--- src/rtl/debounce_pkg.sv ---
// Shared types and constants for the debounced input event path.
package debounce_pkg;

    localparam int unsigned DEBOUNCE_CYCLES_DEFAULT = 16;
    localparam int unsigned SYNC_STAGES_DEFAULT     = 2;
    localparam int unsigned MAX_CHAN_W              = 5;

    typedef struct packed {
        logic [MAX_CHAN_W-1:0] chan;
        logic                  level;
    } evt_t;

    function automatic int unsigned chan_width(input int unsigned n);
        return (n <= 1) ? 1 : $clog2(n);
    endfunction

endpackage

--- src/rtl/debounce_channel.sv ---
// One input channel: pad synchronizer, stability counter, stable level and edge pulses.
module debounce_channel
    import debounce_pkg::*;
#(
    parameter int unsigned DEBOUNCE_CYCLES = DEBOUNCE_CYCLES_DEFAULT,
    parameter int unsigned SYNC_STAGES     = SYNC_STAGES_DEFAULT
) (
    input  logic clk,
    input  logic rst_n,
    input  logic i_btn,
    output logic o_level,
    output logic o_rise,
    output logic o_fall,
    output logic o_change,
    output logic o_new_level
);

    localparam int unsigned     CNT_W    = $clog2(DEBOUNCE_CYCLES);
    localparam logic [CNT_W-1:0] CNT_LAST = CNT_W'(DEBOUNCE_CYCLES - 1);

    logic [SYNC_STAGES-1:0] r_sync;
    logic [CNT_W-1:0]       r_cnt;
    logic                   r_stable;
    logic                   r_rise;
    logic                   r_fall;

    logic w_s;
    logic w_differs;
    logic w_accept;

    assign w_s       = r_sync[SYNC_STAGES-1];
    assign w_differs = (w_s != r_stable);
    assign w_accept  = w_differs && (r_cnt == CNT_LAST);

    always_ff @(posedge clk or negedge rst_n) begin
        if (!rst_n) begin
            r_sync   <= '0;
            r_cnt    <= '0;
            r_stable <= 1'b0;
            r_rise   <= 1'b0;
            r_fall   <= 1'b0;
        end else begin
            r_sync <= {r_sync[SYNC_STAGES-2:0], i_btn};
            r_rise <= w_accept && w_s;
            r_fall <= w_accept && !w_s;
            // Any sample matching the stable level restarts the count.
            if (!w_differs || w_accept) begin
                r_cnt <= '0;
            end else begin
                r_cnt <= r_cnt + 1'b1;
            end
            if (w_accept) begin
                r_stable <= w_s;
            end
        end
    end

    assign o_level     = r_stable;
    assign o_rise      = r_rise;
    assign o_fall      = r_fall;
    assign o_change    = w_accept;
    assign o_new_level = w_s;

endmodule

--- src/rtl/input_debounce_events.sv ---
// Debounced pad inputs with a one-slot-per-channel event queue served lowest index first.
module input_debounce_events
    import debounce_pkg::*;
#(
    parameter int unsigned N_INPUTS        = 4,
    parameter int unsigned DEBOUNCE_CYCLES = DEBOUNCE_CYCLES_DEFAULT,
    parameter int unsigned SYNC_STAGES     = SYNC_STAGES_DEFAULT,
    localparam int unsigned CHAN_W         = chan_width(N_INPUTS)
) (
    input  logic                clk,
    input  logic                rst_n,
    input  logic [N_INPUTS-1:0] btn_in,
    output logic [N_INPUTS-1:0] level_out,
    output logic [N_INPUTS-1:0] rise_pulse,
    output logic [N_INPUTS-1:0] fall_pulse,
    output logic                evt_valid,
    input  logic                evt_ready,
    output logic [CHAN_W-1:0]   evt_chan,
    output logic                evt_level,
    output logic [N_INPUTS-1:0] overflow,
    input  logic                clr_overflow
);

    logic [N_INPUTS-1:0] r_pending;
    logic [N_INPUTS-1:0] r_plevel;
    logic [N_INPUTS-1:0] r_overflow;

    logic [N_INPUTS-1:0] w_change;
    logic [N_INPUTS-1:0] w_new_level;
    logic [N_INPUTS-1:0] w_pending_d;
    logic [N_INPUTS-1:0] w_plevel_d;
    logic [N_INPUTS-1:0] w_ovf_set;
    logic [N_INPUTS-1:0] w_overflow_d;
    logic [CHAN_W-1:0]   w_sel;
    logic                w_take;

    for (genvar g = 0; g < N_INPUTS; g++) begin : g_chan
        debounce_channel #(
            .DEBOUNCE_CYCLES (DEBOUNCE_CYCLES),
            .SYNC_STAGES     (SYNC_STAGES)
        ) u_chan (
            .clk         (clk),
            .rst_n       (rst_n),
            .i_btn       (btn_in[g]),
            .o_level     (level_out[g]),
            .o_rise      (rise_pulse[g]),
            .o_fall      (fall_pulse[g]),
            .o_change    (w_change[g]),
            .o_new_level (w_new_level[g])
        );
    end

    // Scan downwards so the lowest pending index wins.
    always_comb begin
        w_sel = '0;
        for (int i = N_INPUTS - 1; i >= 0; i--) begin
            if (r_pending[i]) begin
                w_sel = CHAN_W'(i);
            end
        end
    end

    assign evt_valid = |r_pending;
    assign evt_chan  = w_sel;
    assign evt_level = r_plevel[w_sel];
    assign w_take    = evt_valid && evt_ready;

    always_comb begin
        w_pending_d = r_pending;
        w_plevel_d  = r_plevel;
        w_ovf_set   = '0;
        for (int i = 0; i < N_INPUTS; i++) begin
            if (w_take && (w_sel == CHAN_W'(i))) begin
                w_pending_d[i] = 1'b0;
            end
            // A new change beats a same-cycle consume; only an unconsumed slot overflows.
            if (w_change[i]) begin
                w_pending_d[i] = 1'b1;
                w_plevel_d[i]  = w_new_level[i];
                w_ovf_set[i]   = r_pending[i] && !(w_take && (w_sel == CHAN_W'(i)));
            end
        end
    end

    assign w_overflow_d = clr_overflow ? '0 : (r_overflow | w_ovf_set);

    always_ff @(posedge clk or negedge rst_n) begin
        if (!rst_n) begin
            r_pending  <= '0;
            r_plevel   <= '0;
            r_overflow <= '0;
        end else begin
            r_pending  <= w_pending_d;
            r_plevel   <= w_plevel_d;
            r_overflow <= w_overflow_d;
        end
    end

    assign overflow = r_overflow;

endmodule

--- config.mk ---
export PLATFORM = sky130hd
export DESIGN_NAME = input_debounce_events
export DESIGN_NICKNAME = d
export VERILOG_FILES = /design/src/rtl/debounce_pkg.sv /design/src/rtl/debounce_channel.sv /design/src/rtl/input_debounce_events.sv
export SDC_FILE = /design/constraint.sdc
export NUM_CORES = 1
export LEC_CHECK = 0
export CAP_MARGIN = 20
export CORE_MARGIN = 3
export CORE_UTILIZATION = 50
export DETAILED_ROUTE_END_ITERATION = 7
export GPL_ROUTABILITY_DRIVEN = 1
export PLACE_DENSITY = 0.74
export SETUP_SLACK_MARGIN = 0.5
export SKIP_CTS_REPAIR_TIMING = 1
export SYNTH_ARGS = -nofsm -noshare
export SYNTH_HDL_FRONTEND = slang
export SYNTH_HIERARCHICAL = 1
export SYNTH_SLANG_ARGS = --single-unit
--- constraint.sdc ---
create_clock -name clk -period 3.7 [get_ports clk]
set_input_delay 0.925 -clock clk [delete_from_list [all_inputs] [get_ports clk]]
set_output_delay 0.925 -clock clk [all_outputs]
set_load 0.01 [all_outputs]
==> results.json, run 1 <==
{
  "status": "complete, no violations",
  "synth_edf_count": 0,
  "end_kind": "primary output",
  "antenna_found_initial": 0,
  "setup-tns-final_ns": 0,
  "numCtsBuffers": 5,
  "rows": 22,
  "final_design_area_no_fill_um2": 2382,
  "report.final.slew_viol_count": 0,
  "nets": 194,
  "maxCapViolations": 0,
  "grt_pass1_vias": 1145,
  "path_cells": "or2_2 > o311ai_1 > o211ai_1 > clkdlybuf4s50_1",
  "core_um2": 3716,
  "cp_slowest_stage_delay_ns": 0.49,
  "critPathRequiredTime_ns": 2.77,
  "dieHeight_um": 68.66,
  "ir_drop_mv": 0.2813,
  "syn-num-nets": 161,
  "yosysMostFrequentCell": "dfrtp_1",
  "antenna_cells": 0,
  "io_buffers": 27,
  "ant_nets": 0,
  "first_pass_iters": 4,
  "ys_seq_area_share_pct": 61.19,
  "period_needed_ns": 2.933,
  "max_freq_mhz": 341.0,
  "area_delta_synth_final_pct": 21.35,
  "hp-start": "g_chan[1].u_chan/r_sync[0]",
  "setup_viol": 0,
  "cts_root_buf": "clkbuf_8",
  "gp_congestion": 0.7733,
  "arrival_ns": 2.01,
  "drt_iter0_markers": 60,
  "drc_errors": 0,
  "placedInstanceArea_um2": 2272,
  "wl_per_cell_um": 13.44,
  "clk_latency_ns": 0.29,
  "hold_viol": 0,
  "drive_gt1_share_pct": 15.85,
  "async_flop_share_pct": 100.0,
  "yosysTopAreaCell": "dfrtp_1",
  "grt.total_usage_pct": 15.39,
  "slowest_stage": "clkdlybuf4s50_1",
  "stdcell_count": 231,
  "postRouteWirelength_um": 3105,
  "synth_top_area_share_pct": 61.19,
  "vias_per_cell": 4.991,
  "syn_inst": 149,
  "rsz0062_at_grt": "false",
  "synth.distinct_cells": 28,
  "die_x_um": 68.66,
  "io_pins": 28,
  "clk_pin_slew_ns": 0.08,
  "r2r-start": "g_chan[0].u_chan/r_cnt[0]",
  "worstHoldPathType": "reg -> reg",
  "pwr_density_cell_nw_per_um2": 382.7,
  "clk_path_buf_depth": 2,
  "post_synth.cell_area_avg_um2": 13.18,
  "ys_top_cells_by_area": "dfrtp_1, nor2_1, nand3_4",
  "tritoncts": "yes",
  "netlist_top_cells_count": "dfrtp_1, nor2_1, nor3b_1, xnor2_1, inv_1",
  "grt_pass1_wl_um": 5271,
  "dpl.cell_count": 222,
  "tightest_slew_ns": 0.2838,
  "nFillCells": 300,
  "start_kind": "flip-flop",
  "syn-cell-area_um2": 1963,
  "synth.ff_latch_count": 48,
  "maxSlewHeadroom_pct": 80.94,
  "hold-path-cell-count": 0,
  "cts_sinks": 48,
  "synth_ff_type": "dfrtp_1",
  "yosysWarnings": 6,
  "critPathMaxFanout": 10,
  "fin_worst_skew_ns": 0.001325,
  "hpwl_um": 2309,
  "period_share_pct": 79.27,
  "r2r_cells": 4,
  "h-tree-depth": 2,
  "critPathKind": "reg -> out",
  "p_leak_nw": 1.109,
  "grt_max_degree": 49,
  "crit_start": "r_pending[1]",
  "vias": 1153,
  "initial_core_util_pct": 52.83,
  "overflow": 0,
  "die_area_um2": 4714,
  "finalPower_uw": 911.8
}
-- cell type report --
class                      count  area [um2]  share of cell area (%)
sequential                    48        1201                   50.42
multi-input combinational     92       719.4                   30.20
timing repair buffer          28       285.3                   11.97
clock buffer                   8       90.09                   3.782
tap                           48       60.06                   2.521
inverter                       7       26.28                   1.103
-- per-stage QoR --
stage | worst slack (ns) | hold WS [ns] | util, %
floorplan | 1.560 | 0.3312 | -
global placement | 1.109 | 0.3321 | 61.14
detailed placement | 1.068 | 0.3362 | 61.14
CTS | 0.7490 | 0.3564 | 63.57
global route | 0.6518 | 0.3595 | 64.11
finish | 0.7671 | 0.3525 | 64.11
-- sequential cells by signal, indices dropped and copies added (netlist names) --
register	flops
g_chan.u_chan/r_cnt	16
g_chan.u_chan/r_sync	8
g_chan.u_chan/o_fall	4
g_chan.u_chan/o_level	4
g_chan.u_chan/o_rise	4
overflow	4
r_pending	4
r_plevel	4
-- placed cells by master (no fill, tap or decap), types with 4 or more instances in the layout --
master / n
nor3b_1: 8
clkbuf_8: 6
xnor2_1: 8
nand3_4: 4
clkdlybuf4s50_1: 26
nor2_1: 26
ha_1: 4
mux2_4: 4
inv_1: 7
nand3_1: 5
dfrtp_1: 48
xor2_1: 4
mux2_2: 4
nand2b_4: 4
-- where the power goes --
part	internal [mW]	switching, mW
Clock	0.152	0.156
Sequential	0.539	0.0133
Combinational	0.0248	0.0267
-- per-layer routing --
metal | GRT usage (%) | share of wire, % | wire [um] | vias up
li1 | - | - | - | 565
met1 | 19.81 | 45 | 1383 | 557
met2 | 24.20 | 49 | 1527 | 27
met3 | 5.348 | 5.4 | 168 | 4
met4 | 5.211 | 0.81 | 25 | 0
met5 | 0 | 0 | 0 | -
-- worst max-delay path: cells and delay by family, from the launching register on --
family                 cells  cell delay [ns]
DFF                        1             0.48
buffers and inverters      1             0.49
and+or+nand+nor            1             0.35
AOI/OAI and AO/OA          2             0.40
-- final timing paths --
kind | slack, ns | end
worst max-delay path | 0.77 | evt_level
worst min-delay path | 0.35 | g_chan[1].u_chan/r_sync[1]
worst max register to register | 2.24 | r_plevel[0]
worst min register to register | 0.35 | g_chan[1].u_chan/r_sync[1]
max in group asynchronous | 2.78 | g_chan[1].u_chan/o_rise
min in group asynchronous | 0.47 | g_chan[3].u_chan/o_level
-- cell families after synthesis --
group / synth area share (%)
flip-flops: 61.19
AO/OA/AOI/OAI: 4.207
AND/OR/NAND/NOR: 18.67
multiplexers: 5.864
XOR/XNOR: 5.354
adder cells (fa/ha/maj): 2.549
buffers and inverters: 2.167
No activity file was read; power rests on OpenSTA's default activity.
==> run 2, diff against run 1 <==
==> constraint.sdc (replaced) <==
create_clock -name clk -period 3.07 [get_ports clk]
set_input_delay 0.7675 -clock clk [delete_from_list [all_inputs] [get_ports clk]]
set_output_delay 0.7675 -clock clk [all_outputs]
set_load 0.01 [all_outputs]
==> run 2 against run 1 <==
Against the previous run: wire length is 2.4% higher; global-route usage increased by 0.77 points; non-clock buffer count up 6; via count up 2.7%; worst setup slack got worse by 0.19 ns; design area increased by 1.1%; power up 17%; flip-flop and latch count unchanged; critical path depth fell by 1; clock-buffer cell count down 2; sequential power up 20%; critical path type unchanged.
==> results.json, run 2 (synthesis gave the netlist of run 1 again) <==
{
  "io_pins": 28,
  "hold_ws_ns": 0.3488,
  "vias": 1184,
  "setup-tns-final_ns": 0,
  "stdcell_count": 236,
  "final_cell_mix": "dfrtp_1, nor2_1, clkdlybuf4s50_1",
  "largest_reg_flops": 16,
  "antenna_found_initial": 0,
  "critPathRequiredTime_ns": 2.30,
  "gp_congestion": 0.7907,
  "dieHeight_um": 68.66,
  "dpl.cell_count": 223,
  "maxSlewHeadroom_pct": 64.70,
  "tightest_slew_ns": 0.5295,
  "cts_sinks": 48,
  "drive_gt1_share_pct": 19.68,
  "hpwl_um": 2363,
  "ir_drop_mv": 0.2927,
  "largest_registers": "g_chan.u_chan/r_cnt: 16 flops, g_chan.u_chan/r_sync: 8 flops",
  "core_um2": 3716,
  "drt_iter0_markers": 62,
  "numCtsBuffers": 5,
  "clk_pin_slew_ns": 0.09,
  "largest-register": "g_chan.u_chan/r_cnt",
  "status": "complete, no violations",
  "grt_max_degree": 26,
  "h-tree-depth": 2,
  "report.final.slew_viol_count": 0,
  "period_needed_ns": 2.491,
  "maxCapViolations": 0,
  "worstHoldPathType": "reg -> reg",
  "clk_path_buf_depth": 2,
  "critPathKind": "reg -> out",
  "p_leak_nw": 1.148,
  "wl_per_cell_um": 13.47,
  "layout_setup_ws_ns": 0.5786,
  "layout_commonest_cell": "dfrtp_1",
  "tritoncts": "yes",
  "period_share_pct": 81.15,
  "area_delta_synth_final_pct": 22.63,
  "grt_pass1_wl_um": 5520,
  "critPathMaxFanout": 7,
  "grt.total_usage_pct": 16.16,
  "arrival_ns": 1.72,
  "ant_nets": 0,
  "start_kind": "flip-flop",
  "first_pass_iters": 6,
  "die_area_um2": 4714,
  "max_freq_mhz": 401.4,
  "pwr_density_cell_nw_per_um2": 443.8,
  "dp_slack_ns": 0.5787,
  "hold_viol": 0,
  "nets": 200,
  "nFillCells": 300,
  "die_x_um": 68.66,
  "rows": 22,
  "end_kind": "primary output",
  "rsz0062_at_grt": "true",
  "grt_pass1_vias": 1196,
  "drc_errors": 0,
  "vias_per_cell": 5.017,
  "postRouteWirelength_um": 3180,
  "antenna_cells": 0,
  "fin_worst_skew_ns": 0.009747,
  "cts_root_buf": "clkbuf_8",
  "setup_viol": 0,
  "overflow": 0,
  "finalPower_mw": 1.068,
  "io_buffers": 27,
  "clk_latency_ns": 0.29,
  "initial_core_util_pct": 52.83
}
## run 2: metal layers
| metal | up-vias | wire length [um] | part of all wire [%] | track usage [%] |
|---|---|---|---|---|
| met2 | 28 | 1596 | 50 | 25.74 |
| met5 | - | 0 | 0 | 0 |
| met3 | 2 | 158 | 5.0 | 5.673 |
| met4 | 0 | 23 | 0.72 | 5.955 |
| met1 | 576 | 1402 | 44 | 20.26 |
| li1 | 578 | - | - | - |
## run 2: cell type report
| cell class | count | area (um2) | share of cell area [%] |
|---|---|---|---|
| repair buffers | 34 | 320.3 | 13.31 |
| well taps | 48 | 60.06 | 2.495 |
| clock buffers | 6 | 72.57 | 3.015 |
| clock inverters | 1 | 5.005 | 0.2079 |
| flip-flops and latches | 48 | 1204 | 50.00 |
| multi-input cells | 92 | 719.4 | 29.89 |
| inverters | 7 | 26.28 | 1.091 |
## run 2: report_power, final
group          leakage, nW  switching (mW)  total, mW  internal [mW]
combinational        0.468          0.0322     0.0603         0.0280
sequential           0.639          0.0157      0.665          0.650
clock               0.0410           0.188      0.343          0.155
total                 1.15           0.236       1.07          0.833
## run 2: worst max-delay path: stages, from the launching register on
cell and delay [ns]:
dfrtp_2 0.45, or2_2 0.32, nor2_1 0.12, clkdlybuf4s50_1 0.54
## run 2: final timing paths
kind,startpoint,endpoint,slack [ns],cells after the start
max,r_pending[1],evt_chan[1],0.58,3
min,g_chan[0].u_chan/r_sync[0],g_chan[0].u_chan/r_sync[1],0.35,0
max reg2reg,r_pending[1],overflow[3],1.61,4
min reg2reg,g_chan[0].u_chan/r_sync[0],g_chan[0].u_chan/r_sync[1],0.35,0
max in group asynchronous,rst_n,r_pending[0],1.90,2
min in group asynchronous,rst_n,g_chan[1].u_chan/o_rise,0.45,1
## run 2: per-stage QoR
step	area [um2]	util, %
floorplan	1963	-
global placement	2280	61.35
finish	2407	64.78
CTS	2357	63.43
detailed placement	2280	61.35
global route	2407	64.78
